$ cat src/rtl/rll27_pkg.sv
// Shared types, codeword tables and the pair-boundary classifier for the RLL(2,7) decoder.
package rll27_pkg;

  typedef logic [2:0] len_t;

  typedef enum logic [1:0] {
    K_MORE = 2'd0,
    K_DONE = 2'd1,
    K_ERR  = 2'd2
  } kind_e;

  typedef struct packed {
    kind_e      kind;
    logic [3:0] dat;
    len_t       len;
  } step_t;

  localparam int unsigned NUM_CW  = 7;
  localparam int unsigned NUM_PFX = 9;

  // Channel patterns are right-aligned: the first received bit is the MSB of the CW_NCH-bit field.
  localparam logic [7:0] CW_PAT [NUM_CW] = '{8'b0000_1000, 8'b0000_0100, 8'b0000_0100, 8'b0010_0100,
                                             8'b0000_1000, 8'b0000_1000, 8'b0010_0100};
  localparam logic [3:0] CW_NCH [NUM_CW] = '{4'd4, 4'd4, 4'd6, 4'd6, 4'd6, 4'd8, 4'd8};
  localparam logic [3:0] CW_DAT [NUM_CW] = '{4'b1100, 4'b1000, 4'b0000, 4'b0100,
                                             4'b0110, 4'b0011, 4'b0010};
  localparam len_t       CW_LEN [NUM_CW] = '{3'd2, 3'd2, 3'd3, 3'd3, 3'd3, 3'd4, 3'd4};

  localparam logic [7:0] PFX_PAT [NUM_PFX] = '{8'b10, 8'b01, 8'b00,
                                               8'b1001, 8'b0010, 8'b0001, 8'b0000,
                                               8'b001001, 8'b000010};
  localparam logic [3:0] PFX_NCH [NUM_PFX] = '{4'd2, 4'd2, 4'd2, 4'd4, 4'd4, 4'd4, 4'd4, 4'd6, 4'd6};

  // Anything that is neither a complete codeword nor a legal prefix (including any n=8 miss) is an error.
  function automatic step_t classify(input logic [7:0] b, input logic [3:0] n);
    step_t      r;
    logic [7:0] msk;
    logic [7:0] bm;
    r.kind = K_ERR;
    r.dat  = '0;
    r.len  = '0;
    msk    = ~(8'hFF << n);
    bm     = b & msk;
    for (int i = 0; i < int'(NUM_PFX); i++) begin
      if (n == PFX_NCH[i] && bm == PFX_PAT[i]) r.kind = K_MORE;
    end
    for (int i = 0; i < int'(NUM_CW); i++) begin
      if (n == CW_NCH[i] && bm == CW_PAT[i]) begin
        r.kind = K_DONE;
        r.dat  = CW_DAT[i];
        r.len  = CW_LEN[i];
      end
    end
    return r;
  endfunction

endpackage

$ cat src/rtl/rll27_decoder_if.sv
// Channel-in / decoded-group-out bundle of the RLL(2,7) decoder.
interface rll27_decoder_if #(
  parameter int unsigned ERR_W = 8
);
  import rll27_pkg::*;

  logic             ch_i;
  logic             ch_vld_i;
  logic [3:0]       dat_o;
  len_t             len_o;
  logic             vld_o;
  logic             err_o;
  logic [ERR_W-1:0] err_cnt_o;
  logic             locked_o;

  modport master (
    output ch_i, ch_vld_i,
    input  dat_o, len_o, vld_o, err_o, err_cnt_o, locked_o
  );

  modport slave (
    input  ch_i, ch_vld_i,
    output dat_o, len_o, vld_o, err_o, err_cnt_o, locked_o
  );
endinterface

$ cat src/rtl/rll27_decoder_nrzi_to_trans.sv
// NRZI level-to-transition converter; holds the last accepted channel level.
module nrzi_to_trans (
  input  logic clk_i,
  input  logic arst_i,
  input  logic ch_i,
  input  logic ch_vld_i,
  output logic t_c,
  output logic t_vld_c
);

  logic prev_q;

  always_ff @(posedge clk_i or negedge arst_i) begin
    if (!arst_i)       prev_q <= 1'b0;
    else if (ch_vld_i) prev_q <= ch_i;
  end

  assign t_c     = ch_i ^ prev_q;
  assign t_vld_c = ch_vld_i;

endmodule

$ cat src/rtl/rll27_decoder.sv
// RLL(2,7) receive decoder: NRZI undo, variable-length codeword parse, lock and error tracking.
module rll27_decoder
  import rll27_pkg::*;
#(
  parameter int unsigned LOCK_CNT = 4,
  parameter int unsigned ERR_W    = 8
) (
  input logic            clk_i,
  input logic            arst_i,
  rll27_decoder_if.slave bus
);

  localparam int unsigned GOOD_W = $clog2(LOCK_CNT + 1);

  logic              t_c;
  logic              t_vld_c;
  logic [7:0]        buf_q,  buf_d;
  logic [3:0]        n_q,    n_d;
  logic [3:0]        dat_q,  dat_d;
  len_t              len_q,  len_d;
  logic              vld_q,  vld_d;
  logic              err_q,  err_d;
  logic [ERR_W-1:0]  errc_q, errc_d;
  logic [GOOD_W-1:0] good_q, good_d;
  logic              locked_q;
  logic [7:0]        nb_c;
  logic [3:0]        nn_c;
  step_t             step_c;

  nrzi_to_trans u_nrzi (
    .clk_i    (clk_i),
    .arst_i   (arst_i),
    .ch_i     (bus.ch_i),
    .ch_vld_i (bus.ch_vld_i),
    .t_c      (t_c),
    .t_vld_c  (t_vld_c)
  );

  assign nb_c   = {buf_q[6:0], t_c};
  assign nn_c   = n_q + 4'd1;
  assign step_c = classify(nb_c, nn_c);

  // Accumulate, and at each pair boundary emit, keep going, or discard and re-align.
  always_comb begin
    buf_d  = buf_q;
    n_d    = n_q;
    dat_d  = dat_q;
    len_d  = '0;
    vld_d  = 1'b0;
    err_d  = 1'b0;
    errc_d = errc_q;
    good_d = good_q;
    if (t_vld_c) begin
      buf_d = nb_c;
      n_d   = nn_c;
      if (!nn_c[0]) begin
        unique case (step_c.kind)
          K_DONE: begin
            vld_d = 1'b1;
            dat_d = step_c.dat;
            len_d = step_c.len;
            buf_d = '0;
            n_d   = '0;
            if (good_q != GOOD_W'(LOCK_CNT)) good_d = good_q + GOOD_W'(1);
          end
          K_MORE: ;
          default: begin
            err_d  = 1'b1;
            buf_d  = '0;
            n_d    = '0;
            good_d = '0;
            if (errc_q != '1) errc_d = errc_q + ERR_W'(1);
          end
        endcase
      end
    end
  end

  always_ff @(posedge clk_i or negedge arst_i) begin
    if (!arst_i) begin
      buf_q    <= '0;
      n_q      <= '0;
      dat_q    <= '0;
      len_q    <= '0;
      vld_q    <= 1'b0;
      err_q    <= 1'b0;
      errc_q   <= '0;
      good_q   <= '0;
      locked_q <= 1'b0;
    end else begin
      buf_q    <= buf_d;
      n_q      <= n_d;
      dat_q    <= dat_d;
      len_q    <= len_d;
      vld_q    <= vld_d;
      err_q    <= err_d;
      errc_q   <= errc_d;
      good_q   <= good_d;
      locked_q <= (good_d == GOOD_W'(LOCK_CNT));
    end
  end

  assign bus.dat_o     = dat_q;
  assign bus.len_o     = len_q;
  assign bus.vld_o     = vld_q;
  assign bus.err_o     = err_q;
  assign bus.err_cnt_o = errc_q;
  assign bus.locked_o  = locked_q;

endmodule

$ cat src/flat_wrapper.sv
// flat-port wrapper written by rule: the top's interface ports become plain ports
module rll27_decoder_flat import rll27_pkg::*;
#(
  parameter int unsigned LOCK_CNT = 4,
  parameter int unsigned ERR_W    = 8
)
  (clk_i, arst_i, bus_ch_i, bus_ch_vld_i, bus_dat_o, bus_len_o, bus_vld_o, bus_err_o, bus_err_cnt_o, bus_locked_o);
  rll27_decoder_if #(.ERR_W(ERR_W)) bus_i ();
  input logic clk_i;
  input logic arst_i;
  input wire logic [$bits(bus_i.ch_i)-1:0] bus_ch_i;
  input wire logic [$bits(bus_i.ch_vld_i)-1:0] bus_ch_vld_i;
  output wire logic [$bits(bus_i.dat_o)-1:0] bus_dat_o;
  output wire logic [$bits(bus_i.len_o)-1:0] bus_len_o;
  output wire logic [$bits(bus_i.vld_o)-1:0] bus_vld_o;
  output wire logic [$bits(bus_i.err_o)-1:0] bus_err_o;
  output wire logic [$bits(bus_i.err_cnt_o)-1:0] bus_err_cnt_o;
  output wire logic [$bits(bus_i.locked_o)-1:0] bus_locked_o;
  assign bus_i.ch_i = bus_ch_i;
  assign bus_i.ch_vld_i = bus_ch_vld_i;
  assign bus_dat_o = bus_i.dat_o;
  assign bus_len_o = bus_i.len_o;
  assign bus_vld_o = bus_i.vld_o;
  assign bus_err_o = bus_i.err_o;
  assign bus_err_cnt_o = bus_i.err_cnt_o;
  assign bus_locked_o = bus_i.locked_o;
  rll27_decoder #(.LOCK_CNT(LOCK_CNT), .ERR_W(ERR_W)) u_core (.clk_i(clk_i), .arst_i(arst_i), .bus(bus_i));
endmodule
$ cat config.mk
export PLATFORM = sky130hd
export DESIGN_NAME = rll27_decoder_flat
export DESIGN_NICKNAME = d
export VERILOG_FILES = /design/src/rtl/rll27_pkg.sv /design/src/rtl/rll27_decoder_if.sv /design/src/rtl/rll27_decoder_nrzi_to_trans.sv /design/src/rtl/rll27_decoder.sv /design/src/flat_wrapper.sv
export SDC_FILE = /design/constraint.sdc
export NUM_CORES = 1
export LEC_CHECK = 0
export CELL_PAD_IN_SITES_DETAIL_PLACEMENT = 1
export CELL_PAD_IN_SITES_GLOBAL_PLACEMENT = 1
export CORE_ASPECT_RATIO = 1.5
export CORE_MARGIN = 2
export CORE_UTILIZATION = 47
export DETAILED_ROUTE_END_ITERATION = 6
export MAX_ROUTING_LAYER = met4
export PLACE_DENSITY = 0.93
export SYNTH_ARGS = -nofsm -noshare
export SYNTH_HDL_FRONTEND = slang
export SYNTH_SLANG_ARGS = --single-unit
$ cat constraint.sdc
create_clock -name clk_i -period 5.3 [get_ports clk_i]
set_input_delay 1.06 -clock clk_i [delete_from_list [all_inputs] [get_ports clk_i]]
set_output_delay 1.06 -clock clk_i [all_outputs]
set_load 0.02 [all_outputs]
==> flow_summary_export.csv, run 1 <==
group,metric,value,unit
status,status,"completed",
yosys,synth_compound_area_share,20.7,%
yosys,yosysTopAreaCellShare,42.0,%
yosys,syn-cell-area,1970,um2
clock_tree,clk_pin_slew,0.06,ns
cells_and_area,fillers,462,
yosys,synthMostInstantiatedCell,"dfrtp_1",
sta,fin_ws,1.90,ns
clock_tree,htree_levels,2,
floorplan,io_pins,22,
flow_run,cap_violations,0,
clock_tree,cts_inserted_buffers,5,
yosys,synth.avg_cell_area,10.4,um2
global_route,grt_max_degree,34,
global_route,first_global_vias,1717,
cells_and_area,drive_gt1_share,15.6,%
critical_path,required,5.47,ns
routing,vias_per_cell,6.16,
yosys,synthCells,189,
sta,slew_violations,0,
sta,whs,0.520,ns
cells_and_area,num_antenna_cells,0,
sta,slew_headroom,61.0,%
yosys,synth_edf_count,0,
placed_design,dp_hpwl,3710,um
critical_path,worstPathArrival,3.57,ns
global_route,grt_pass1_wl,8870,um
pwr,p_sw,0.463,mW
floorplan,die_w,56.8,um
pwr,p_seq_share,37.5,%
clock_tree,hold_buffers,0,
pwr,total_power,1.08,mW
routing,drtIter0Drc,38,
cells_and_area,final_nets,222,
sta,max_freq,0.294,GHz
pwr,ir_drop,0.319,mV
floorplan,fp.dieH,83.2,um
cells_and_area,final_cells,256,
clock_tree,cts_sinks,33,
global_route,grt_antenna_before_repair,0,
yosys,synth_xor_area_share,5.67,%
clock_tree,cts_tree,"built",
min_path,hold_path.class,"reg2reg",
routing,drc,0,
global_route,grt_use_met2,44.9,%
cells_and_area,areaGrowthSynthToFinish,15.7,%
cells_and_area,register_area,826,um2
yosys,synth-seq-cells,33,
pwr,intPower,0.619,mW
placed_design,port_buffers,21,
sta,fin_skew,0.00805,ns
cells_and_area,multi_input_area,1020,um2
critical_path,path_max_fanout,7,
pwr,powerDensity,476,nW/um2
routing,routed_wl,5270,um
sta,finalCriticalPeriod,3.40,ns
sta,rsz0062_at_grt,"no",
yosys,yosysUniqueCellTypes,63,
yosys,ys_async_sr_fraction,100,%
sta,tightest_slew,0.583,ns
sta,finalCritPeriodShare,64.2,%
floorplan,fp-row-count,28,
clock_tree,clk_path_buf_depth,2,
cells_and_area,final_core_util,56.9,%
routing,wl_per_cell,20.6,um
sta,finalHoldViolCount,0,
global_route,use_met1,28.0,%
clock_tree,postCtsSetupBuffers,0,
global_route,top_usage_layer,"met2",
yosys,synth_top_family_by_area,"compound AO/OA/AOI/OAI gates",
routing,antenna_left,0,
yosys,synth_common_cells,"dfrtp_1 (33), inv_1 (15), nand2_1 (11)",
placed_design,place.gp.congestion,0.905,
global_route,gr-usage-all-layers,24.8,%
yosys,muxShareOfSynthArea,2.48,%
critical_path,crit_type,"in2reg",
placed_design,dp.cells,249,
placed_design,place_area,2190,um2
floorplan,coreArea,3990,um2
routing,drt_first_pass_iters,4,
pwr,clkPwrFrac,17.7,%
yosys,synthFlopType,"dfrtp_1",
pwr,sw_frac_of_total,42.8,%
pwr,p_leak,0.976,nW
clock_tree,clk_latency,0.28,ns
sta,setup_tns,0,ns
yosys,yosys.area.top_type,"dfrtp_1",
placed_design,pre_cts_ws,1.78,ns
floorplan,initial_utilization,49.2,%
clock_tree,cts_resized,0,
clock_tree,cts-root-buf,"clkbuf_8",
floorplan,die_area,4730,um2
cells_and_area,post-route-cell-area,2270,um2
critical_path,worstSetupEndpointType,"flop",
yosys,synth_nets,200,
critical_path,start_kind,"input port",
yosys,synth_area_leaders,"dfrtp_1 (42%), ha_1 (4.5%), inv_1 (2.9%)",
global_route,gr-total-overflow,0,
pwr,comb_power_share,44.9,%
global_route,use_met3,2.96,%
sta,setup_viol,0,
routing,dr_total_vias,1577,
yosys,synth_warnings,0,
yosys,ys_seq_area_share,42.0,%
yosys,synth-simple-area-share,18.7,%
yosys,synthAdderAreaFrac,4.46,%
-- layer usage --
metal	vias up	routed length (um)
met5	-	0
met4	0	114
met3	12	136
met2	37	2960
met1	807	2060
li1	721	-
-- cell families after synthesis --
kind of cell,Yosys count
AND/OR/NAND/NOR,60
AO/OA/AOI/OAI,51
flip-flops,33
buffers and inverters,23
XOR/XNOR,11
adder cells (fa/ha/maj),7
multiplexers,4
-- worst paths after layout --
path / startpoint / to / slack (ns) / depth (start not counted)
setup / recovery: bus_ch_i / u_core.bus.dat_o[0] / 1.90 / 10
hold / removal: u_core.bus.dat_o[0] / u_core.bus.dat_o[0] / 0.52 / 1
setup reg to reg: u_core.n_q[0] / u_core.bus.err_cnt_o[1] / 2.01 / 8
hold reg to reg: u_core.bus.dat_o[0] / u_core.bus.dat_o[0] / 0.52 / 1
max in group asynchronous: arst_i / u_core.n_q[3] / 3.77 / 2
min in group asynchronous: arst_i / u_core.u_nrzi.prev_q / 1.21 / 2
-- flip-flops by register name (all words and copies together) (netlist names), named ones only --
signal and flops:
u_core.bus.err_cnt_o 8, u_core.buf_q 7, u_core.bus.dat_o 4, u_core.bus.len_o 3
u_core.good_q 3, u_core.n_q 3, u_core.bus.err_o 1, u_core.bus.locked_o 1
u_core.bus.vld_o 1, u_core.u_nrzi.prev_q 1
-- area by class of cell --
cell class                 instances  area share, %
multi-input combinational        133           45.0
tap                               45           2.48
sequential                        33           36.3
clock buffer                       7           3.80
timing repair buffer              22           9.58
inverter                          16           2.86
-- critical path, cell delays in order --
cell             delay, ns
clkdlybuf4s50_1       0.50
xnor2_2               0.29
o2111ai_1             0.15
o2bb2ai_1             0.40
nand4_1               0.21
a21o_1                0.28
nand2_2               0.15
nand2_4               0.09
clkinv_4              0.09
mux2_2                0.33
-- power by group through the flow --
stage / clock [mW] / combinational, mW / sequential, mW
after floorplan: 0 / 0.339 / 0.397
after global placement: 0 / 0.453 / 0.401
after detailed placement: 0 / 0.472 / 0.407
after CTS: 0.195 / 0.485 / 0.403
after global routing: 0.205 / 0.526 / 0.414
final: 0.191 / 0.486 / 0.406
-- cells in the final DEF (no fill, tap or decap), types with 2 or more instances in the layout --
cell and count:
dfrtp_1 33, clkdlybuf4s50_1 21, inv_1 15, nand2_1 11, nor2_1 9, o22ai_1 7
ha_1 7, o21ai_0 6, xnor2_1 6, clkbuf_8 6, and2_1 5, nand4_1 5
and3_1 5, a21oi_1 5, nor3b_1 4, nand3_1 4, xor2_1 3, a22o_1 3
a31oi_1 3, mux2_2 3, nand3_2 2, xnor2_2 2, nor3_1 2, a22oi_1 2
nand2b_1 2, o2111ai_1 2
No activity file was read; power rests on OpenSTA's default activity.
==> inputs of run 2 (changes only) <==
- CORE_UTILIZATION: 47 -> 40
- PLACE_DENSITY: 0.93 -> 0.85
- clock period: 5.3 -> 3.03 ns (I/O delays scaled with it)
==> flow_summary_export.csv, run 2 (synthesized netlist as in run 1, its figures left out) <==
group,metric,value,unit
status,status,"completed",
sta,fin_skew,0.00623,ns
pwr,p_leak,1.02,nW
critical_path,required,3.23,ns
placed_design,port_buffers,21,
sta,slew_headroom,69.9,%
sta,fin_ws,0.290,ns
routing,drc,0,
clock_tree,cts-root-buf,"clkbuf_8",
global_route,grt_pass1_wl,8270,um
routing,antenna_left,0,
clock_tree,clk_pin_slew,0.07,ns
clock_tree,cts_inserted_buffers,5,
pwr,powerDensity,805,nW/um2
sta,slew_violations,0,
critical_path,start_kind,"flop",
critical_path,rrSetupSlack,0.29,ns
routing,vias_per_cell,5.48,
floorplan,fp.dieH,89.9,um
floorplan,fp-row-count,31,
clock_tree,cts_tree,"built",
placed_design,place.gp.congestion,0.870,
clock_tree,htree_levels,2,
routing,routed_wl,4810,um
sta,setup_viol,0,
clock_tree,clk_latency,0.29,ns
critical_path,crit_type,"reg2reg",
critical_path,path_max_fanout,7,
pwr,ir_drop,0.454,mV
sta,tightest_slew,0.448,ns
cells_and_area,final_common_cell,"dfrtp_1",
cells_and_area,areaGrowthSynthToFinish,19.9,%
critical_path,reg2reg_depth,9,
routing,drt_first_pass_iters,4,
sta,setup_tns,0,ns
sta,max_freq,0.365,GHz
critical_path,worstSetupEndpointType,"flop",
global_route,grt_antenna_before_repair,0,
clock_tree,clk_path_buf_depth,2,
flow_run,cap_violations,0,
floorplan,die_area,5500,um2
sta,finalCritPeriodShare,90.4,%
global_route,gr-total-overflow,0,
cells_and_area,num_antenna_cells,0,
critical_path,endpoint,"u_core.buf_q[0]",
min_path,hold_path.class,"reg2reg",
placed_design,pre_cts_ws,0.0312,ns
placed_design,dp_hpwl,3620,um
sta,finalCriticalPeriod,2.74,ns
critical_path,worstPathArrival,2.94,ns
floorplan,initial_utilization,41.2,%
routing,drtIter0Drc,33,
clock_tree,postCtsSetupBuffers,0,
routing,dr_total_vias,1567,
cells_and_area,final_nets,230,
clock_tree,cts_resized,0,
routing,wl_per_cell,16.8,um
critical_path,reg2reg_to,"u_core.buf_q[0]",
floorplan,die_w,61.2,um
floorplan,coreArea,4770,um2
global_route,gr-usage-all-layers,20.4,%
sta,finalHoldViolCount,0,
placed_design,dp.cells,278,
cells_and_area,final_cell_mix,"dfrtp_1 (33), clkdlybuf4s50_1 (21), inv_1 (15), nand2_1 (11)",
sta,rsz0062_at_grt,"no",
global_route,first_global_vias,1724,
clock_tree,hold_buffers,0,
cells_and_area,drive_gt1_share,19.1,%
sta,whs,0.519,ns
cells_and_area,final_cells,286,
global_route,grt_max_degree,34,
cells_and_area,largest_reg_flops,8,
clock_tree,cts_sinks,33,
floorplan,io_pins,22,
-- run 2: worst min-delay path by stage --
stage	startpoint	to	cells after the start
global placement	u_core.bus.dat_o[0]	u_core.bus.dat_o[0]	1
detailed placement	u_core.bus.dat_o[0]	u_core.bus.dat_o[0]	1
global route	u_core.bus.err_cnt_o[0]	u_core.bus.err_cnt_o[0]	1
floorplan	arst_i	async pin	0
CTS	u_core.bus.dat_o[0]	u_core.bus.dat_o[0]	1
finish	u_core.bus.err_cnt_o[7]	u_core.bus.err_cnt_o[7]	1
-- run 2: layer usage --
metal	vias to the layer above	GRT usage, %	part of all wire [%]
li1	740	-	-
met1	781	21.9	37
met2	31	35.5	57
met3	15	3.17	2.8
met4	0	8.51	3.1
met5	-	-	0
-- run 2: worst max-delay path, cell delays in order, from the launching register on --
cell and delay [ns]:
dfrtp_1 0.48, ha_1 0.27, xnor2_1 0.33, o21ai_1 0.12, a221o_1 0.30, o31a_1 0.35, or2_2 0.35, a21boi_1 0.16
inv_1 0.14, o22ai_1 0.16
-- run 2: through the flow --
| stage | utilization (%) | area [um2] | power (mW) |
|---|---|---|---|
| floorplan | - | 1970 | 1.29 |
| global placement | 47.7 | 2270 | 1.55 |
| detailed placement | 47.7 | 2270 | 1.57 |
| CTS | 49.4 | 2360 | 1.91 |
| global route | 49.4 | 2360 | 2.02 |
| finish | 49.4 | 2360 | 1.90 |
-- run 2: layout make-up --
cell class	count	area [um2]
Multi-Input combinational cell	133	1020
Clock inverter	2	10.0
Clock buffer	6	72.6
Sequential cell	33	826
Timing Repair Buffer	30	278
Inverter	16	65.1
Fill cell	544	2410
Tap cell	66	82.6
-- run 2: power by group --
part           switching [mW]  total [mW]  internal [mW]
Clock                   0.160       0.319          0.159
Combinational           0.504       0.897          0.393
Sequential              0.138       0.680          0.542
Total                   0.802        1.90           1.09
